==> src/rtl/mult_pkg.sv <==
// rtl/mult_pkg.sv - shared types and defaults for the shared Booth multiplier
package mult_pkg;

  typedef enum logic [1:0] {
    IDLE = 2'd0,
    RUN  = 2'd1,
    DONE = 2'd2
  } state_t;

  localparam int DEF_N    = 32;
  localparam int DEF_NREQ = 4;

  // Width of a requester index; never narrower than one bit.
  function automatic int id_width(input int nreq);
    return (nreq <= 1) ? 1 : $clog2(nreq);
  endfunction

endpackage

==> src/rtl/booth_seq_core.sv <==
// rtl/booth_seq_core.sv - radix-2 Booth iteration registers, one step per enabled cycle
module booth_seq_core
  import mult_pkg::*;
#(
  parameter int N = DEF_N
) (
  input  logic           clk,
  input  logic           rst,
  input  logic           load,
  input  logic           step,
  input  logic [N-1:0]   m,
  input  logic [N-1:0]   q,
  output logic           last_step,
  output logic [2*N-1:0] p
);

  localparam int CW = $clog2(N + 1);

  logic [N:0]    a;
  logic [N-1:0]  qr;
  logic          qm1;
  logic [CW-1:0] count;

  logic [N:0]    m_ext;
  logic [N:0]    sum;
  logic [N:0]    a_nxt;
  logic [N-1:0]  q_nxt;

  // A is one bit wider than M so that M = -2^(N-1) subtracts without overflow.
  always_comb begin
    m_ext = {m[N-1], m};
    sum   = a;
    case ({qr[0], qm1})
      2'b01:   sum = a + m_ext;
      2'b10:   sum = a - m_ext;
      default: sum = a;
    endcase
    a_nxt = {sum[N], sum[N:1]};
    q_nxt = {sum[0], qr[N-1:1]};
  end

  // p is the product as it will stand after the step in progress.
  assign p         = {a_nxt[N-1:0], q_nxt};
  assign last_step = (count == CW'(1));

  always_ff @(posedge clk or posedge rst) begin
    if (rst) begin
      a     <= '0;
      qr    <= '0;
      qm1   <= 1'b0;
      count <= '0;
    end else if (load) begin
      a     <= '0;
      qr    <= q;
      qm1   <= 1'b0;
      count <= CW'(N);
    end else if (step) begin
      a     <= a_nxt;
      qr    <= q_nxt;
      qm1   <= qr[0];
      count <= count - CW'(1);
    end
  end

endmodule

==> src/rtl/mult_share_ctrl.sv <==
// rtl/mult_share_ctrl.sv - round-robin front end sharing one sequential Booth multiplier
module mult_share_ctrl
  import mult_pkg::*;
#(
  parameter  int N    = DEF_N,
  parameter  int NREQ = DEF_NREQ,
  localparam int IDW  = id_width(NREQ)
) (
  input  logic              clk,
  input  logic              rst,
  input  logic [NREQ-1:0]   req_valid,
  input  logic [NREQ*N-1:0] req_m,
  input  logic [NREQ*N-1:0] req_q,
  output logic [NREQ-1:0]   req_ready,
  output logic              rsp_valid,
  output logic [IDW-1:0]    rsp_id,
  output logic [2*N-1:0]    rsp_p,
  input  logic              rsp_ready,
  output logic              busy
);

  localparam logic [IDW:0] NREQ_W = (IDW + 1)'(NREQ);

  state_t          state;
  state_t          state_nxt;
  logic [IDW-1:0]  ptr;
  logic [IDW-1:0]  gnt_id;
  logic [IDW-1:0]  cur_id;
  logic [NREQ-1:0] gnt;
  logic            gnt_any;
  logic [IDW:0]    idx;
  logic [N-1:0]    m_reg;
  logic [N-1:0]    sel_m;
  logic [N-1:0]    sel_q;
  logic            load;
  logic            step;
  logic            last_step;
  logic [2*N-1:0]  p_step;

  // First valid requester at or above ptr, wrapping; idx stays below 2*NREQ.
  always_comb begin
    gnt     = '0;
    gnt_id  = '0;
    gnt_any = 1'b0;
    idx     = '0;
    for (int i = 0; i < NREQ; i++) begin
      idx = {1'b0, ptr} + (IDW + 1)'(i);
      if (idx >= NREQ_W) idx = idx - NREQ_W;
      if (!gnt_any && req_valid[idx[IDW-1:0]]) begin
        gnt_any                = 1'b1;
        gnt_id                 = idx[IDW-1:0];
        gnt[idx[IDW-1:0]]      = 1'b1;
      end
    end
  end

  always_comb begin
    sel_m = '0;
    sel_q = '0;
    for (int i = 0; i < NREQ; i++) begin
      if (gnt_id == IDW'(i)) begin
        sel_m = req_m[i*N +: N];
        sel_q = req_q[i*N +: N];
      end
    end
  end

  always_comb begin
    state_nxt = state;
    load      = 1'b0;
    step      = 1'b0;
    case (state)
      IDLE: begin
        if (gnt_any) begin
          load      = 1'b1;
          state_nxt = RUN;
        end
      end
      RUN: begin
        step = 1'b1;
        if (last_step) state_nxt = DONE;
      end
      DONE: begin
        if (rsp_ready) state_nxt = IDLE;
      end
      default: state_nxt = IDLE;
    endcase
  end

  assign req_ready = (state == IDLE && !rst) ? gnt : '0;
  assign rsp_valid = (state == DONE);
  assign busy      = (state != IDLE);

  always_ff @(posedge clk or posedge rst) begin
    if (rst) begin
      state  <= IDLE;
      ptr    <= '0;
      m_reg  <= '0;
      cur_id <= '0;
      rsp_id <= '0;
      rsp_p  <= '0;
    end else begin
      state <= state_nxt;
      if (load) begin
        m_reg  <= sel_m;
        cur_id <= gnt_id;
        ptr    <= (gnt_id == IDW'(NREQ - 1)) ? '0 : gnt_id + IDW'(1);
      end
      if (step && last_step) begin
        rsp_p  <= p_step;
        rsp_id <= cur_id;
      end
    end
  end

  booth_seq_core #(
    .N (N)
  ) u_core (
    .clk       (clk),
    .rst       (rst),
    .load      (load),
    .step      (step),
    .m         (m_reg),
    .q         (sel_q),
    .last_step (last_step),
    .p         (p_step)
  );

endmodule

==> config.mk <==
export PLATFORM = sky130hd
export DESIGN_NAME = mult_share_ctrl
export DESIGN_NICKNAME = d
export VERILOG_FILES = /design/src/rtl/mult_pkg.sv /design/src/rtl/booth_seq_core.sv /design/src/rtl/mult_share_ctrl.sv
export SDC_FILE = /design/constraint.sdc
export NUM_CORES = 1
export LEC_CHECK = 0
export CAP_MARGIN = 20
export CELL_PAD_IN_SITES_DETAIL_PLACEMENT = 1
export CELL_PAD_IN_SITES_GLOBAL_PLACEMENT = 1
export CORE_MARGIN = 8
export CORE_UTILIZATION = 38
export CTS_BUF_LIST = sky130_fd_sc_hd__clkbuf_8 sky130_fd_sc_hd__clkbuf_16
export DETAILED_ROUTE_END_ITERATION = 8
export GPL_ROUTABILITY_DRIVEN = 0
export PLACE_DENSITY_LB_ADDON = 0.1
export SLEW_MARGIN = 20
export SYNTH_ARGS = -nofsm -noshare
export SYNTH_HDL_FRONTEND = slang
export SYNTH_SLANG_ARGS = --single-unit
==> constraint.sdc <==
create_clock -name clk -period 24.1 [get_ports clk]
set_input_delay 6.025 -clock clk [delete_from_list [all_inputs] [get_ports clk]]
set_output_delay 6.025 -clock clk [all_outputs]
set_load 0.01 [all_outputs]
==> results by group <==
Timing
  • Hold slack: 479 ps
  • RSZ-0062 raised after global routing: false
  • Total negative slack: 0 ps
  • Fin. max-slew vios: 0
  • Relative slew slack: 37.6%
  • Worst-margin pin slew: 936 ps
  • Period minus WS final: 14620 ps
  • Max Clk Rate: 68.4 MHz
  • Final WS setup: 9480 ps
  • Final setup fails: 0
  • Post-route clock period utilization: 60.6%
  • Fin. Hold Viols: 0
  • Worst clock skew: 17.0 ps

Hold path
  • Hold Path Sink: rsp_p[42]
  • Critical hold path startpoint: rsp_p[42]
  • Worst min path class: reg2reg
  • Hold Path Depth: 2

Critical path
  • R2R setup slack: 18590 ps
  • CP Data Arrival Time: 8590 ps
  • CP Capture Type: output pin
  • Critical Path Source: req_valid[0]
  • Reg2Reg Capture Point: m_reg[0]
  • Critical Path, Cell by Cell: clkdlybuf4s50_1 > nor3b_1 > a21oi_1 > nor2_1 > a21oi_1 > o21ai_0 > nand2_1 > a21oi_1 > clkdlybuf4s50_1
  • CP peak stage delay: 630 ps
  • Worst path required time: 18070 ps
  • Crit path launch type: input port
  • CP max FO: 12
  • Critical Path Most Common Cell: a21oi_1
  • Reg2reg path depth: 18
  • Crit Path Category: in2out
  • RR Startpoint: ptr[0]
  • Slowest CP cell: clkdlybuf4s50_1

Power and ir drop
  • Leakage: 0.00675 uW
  • Comb pwr share: 70.6%
  • Internal power: 1390 uW
  • Final Power: 2920 uW
  • Power Density: 183 nW/um^2
  • Flop pwr share: 19.4%
  • Peak VDD IR: 0.0780 mV
  • Sw Pwr: 1530 uW
  • Sw Ratio: 52.4%
  • Clock network fraction of total power: 10.0%

Placement
  • Placed cell area: 15300 um^2
  • HPWL after DPL: 35700 um
  • PortBufs: 334
  • Post-Place Worst Slack: 9510 ps

Yosys
  • Top-area cell type share of the netlist area: 37.4%
  • Syn_area_per_cell: 7.60 um^2
  • Main combinational cell family by area after synthesis: compound AO/OA/AOI/OAI gates
  • Flops & latches, synth: 175
  • Mux contribution to synthesized area: 1.41%
  • Count leader, synth: a21oi_1
  • Distinct cells, synth: 64
  • Adder-cell area share of the yosys netlist: 5.19%
  • Asr flop ratio synth: 100%
  • Yosys top cell by area: dfrtp_1
  • Compound-gate portion of the synthesized area: 26.6%
  • Syn Nets: 1853
  • Most frequent cells after synthesis: a21oi_1 (239), nand2_1 (232), nor2_1 (232), dfrtp_1 (175), o21ai_0 (143)
  • Syn Inst Count: 1542
  • Seq/Total Area, Yosys: 37.4%
  • Synth warn: 0
  • Number of synthesized flops with an enable pin: 0
  • Post-synthesis simple-gate area fraction: 20.5%
  • Xor-xnor portion of the synthesized cell area: 4.56%
  • Top post-synthesis cells by area: dfrtp_1 (37%), a21oi_1 (10%), nand2_1 (7.4%)
  • Mapped cell area: 11700 um^2
  • Main synth FF type: dfrtp_1

Drt
  • DR pass1 iterations: 5
  • Routed len/inst: 20.8 um
  • Post-DR vias/cell: 5.44
  • Final routed DRC violation total: 0
  • Antenna-violating nets left: 0
  • Drt initial violations: 747
  • Routed wire length: 46000 um
  • Via count: 12000

Job
  • Max cap viols: 0

Global routing
  • Initial antenna violation count: 5
  • Vias in the first global route: 13000
  • Congestion Overflow GR: 0
  • First-pass GRT wire length: 72200 um
  • Pin count of the biggest net entering global routing: 96
  • GRT Total Usage: 25.1%

Floorplan
  • I/O pin count: 335
  • Chip width: 192 um
  • DIE HEIGHT: 192 um
  • Die ar.: 36700 um^2
  • Rows: 64
  • Initial Util: 38.4%
  • Core ar.: 30500 um^2

CTS
  • CTS root buf: clkbuf_16
  • H-Tree Depth: 4
  • Worst skew pair latency: 450 ps
  • Hold buffer count at cts: 0
  • Post CTS Setup Buffer Count: 0
  • Clock transition at path regs: 70 ps
  • Clock Sink Count: 175
  • CTS Buf Count: 17
  • Resized Gates After CTS: 0
  • Maximum root-to-sink buffer count: 2
  • CTS tree: built

Final layout
  • Max FFs per register: 64
  • Design area: 15900 um^2
  • Area Overhead vs Synth: 36.0%
  • Biggest register: rsp_p
  • Final #Nets: 2111
  • Layout cells sized above 1: 4.03%
  • Fillcell total: 3745

Run status
  • Status: finished clean
-- layer usage --
metal | vias up | GRT usage (%) | part of all wire, %
met4 | 2 | 8.32 | 2.5
met5 | - | 0 | 0.028
met3 | 54 | 6.72 | 6.0
met2 | 284 | 42.3 | 49
met1 | 5807 | 30.7 | 42
li1 | 5902 | - | -
-- worst max-delay path, delay by kind of cell --
kind | cells | cell delay, ps
simple gates | 3 | 500
compound gates | 4 | 880
buf+inv | 2 | 1180
-- stage by stage --
stage | instances | utilization [%]
after detailed placement | 2176 | 50.2
after floorplan | 1542 | -
after global placement | 2176 | 50.2
after global routing | 2213 | 52.2
after CTS | 2208 | 52.2
final | 2214 | 52.2
-- power groups by stage --
| stage | Combinational, uW | Clock [uW] | Sequential [uW] |
|---|---|---|---|
| global route | 2310 | 308 | 588 |
| CTS | 2070 | 297 | 568 |
| finish | 2060 | 292 | 568 |
| detailed placement | 2060 | 0 | 570 |
| global placement | 1990 | 0 | 563 |
| floorplan | 1440 | 0 | 549 |
-- cell type report --
type	instances	area, um^2	area share (%)
Clock buffer	17	425	2.67
Inverter	25	101	0.636
Multi-Input combinational cell	1232	6900	43.3
Antenna cell	5	12.5	0.0785
Timing Repair Buffer	349	3450	21.7
Tap cell	396	495	3.11
Clock inverter	15	175	1.10
Sequential cell	175	4380	27.5
-- cell usage in the layout (no fill, tap or decap), drive strengths merged, types with 14 or more instances in the layout --
cell	count
a21oi	239
a22oi	64
buf	14
clkbuf	18
clkdlybuf4s50	334
dfrtp	175
ha	47
inv	35
nand2	232
nand3	39
nor2	232
nor3	15
o21ai	145
xnor2	44
xor2	17
-- logic make-up (layout without fill, tap and decap cells) --
group | Yosys count | in the layout
AOI/OAI and AO/OA | 531 | 531
xor gates and xnor gates | 61 | 61
adders and majority gates | 48 | 48
buffers and inverters | 135 | 406
DFF | 175 | 175
muxes | 16 | 16
other | 0 | 5
and+or+nand+nor | 576 | 576
-- how the worst max path moves through the flow --
stage                    to
2_1_floorplan  req_ready[0]
3_3_place_gp   req_ready[1]
3_5_place_dp   req_ready[1]
4_1_cts        req_ready[1]
5_1_grt        req_ready[3]
6_report       req_ready[3]
Note: power is estimated with default switching activity, not from simulation.
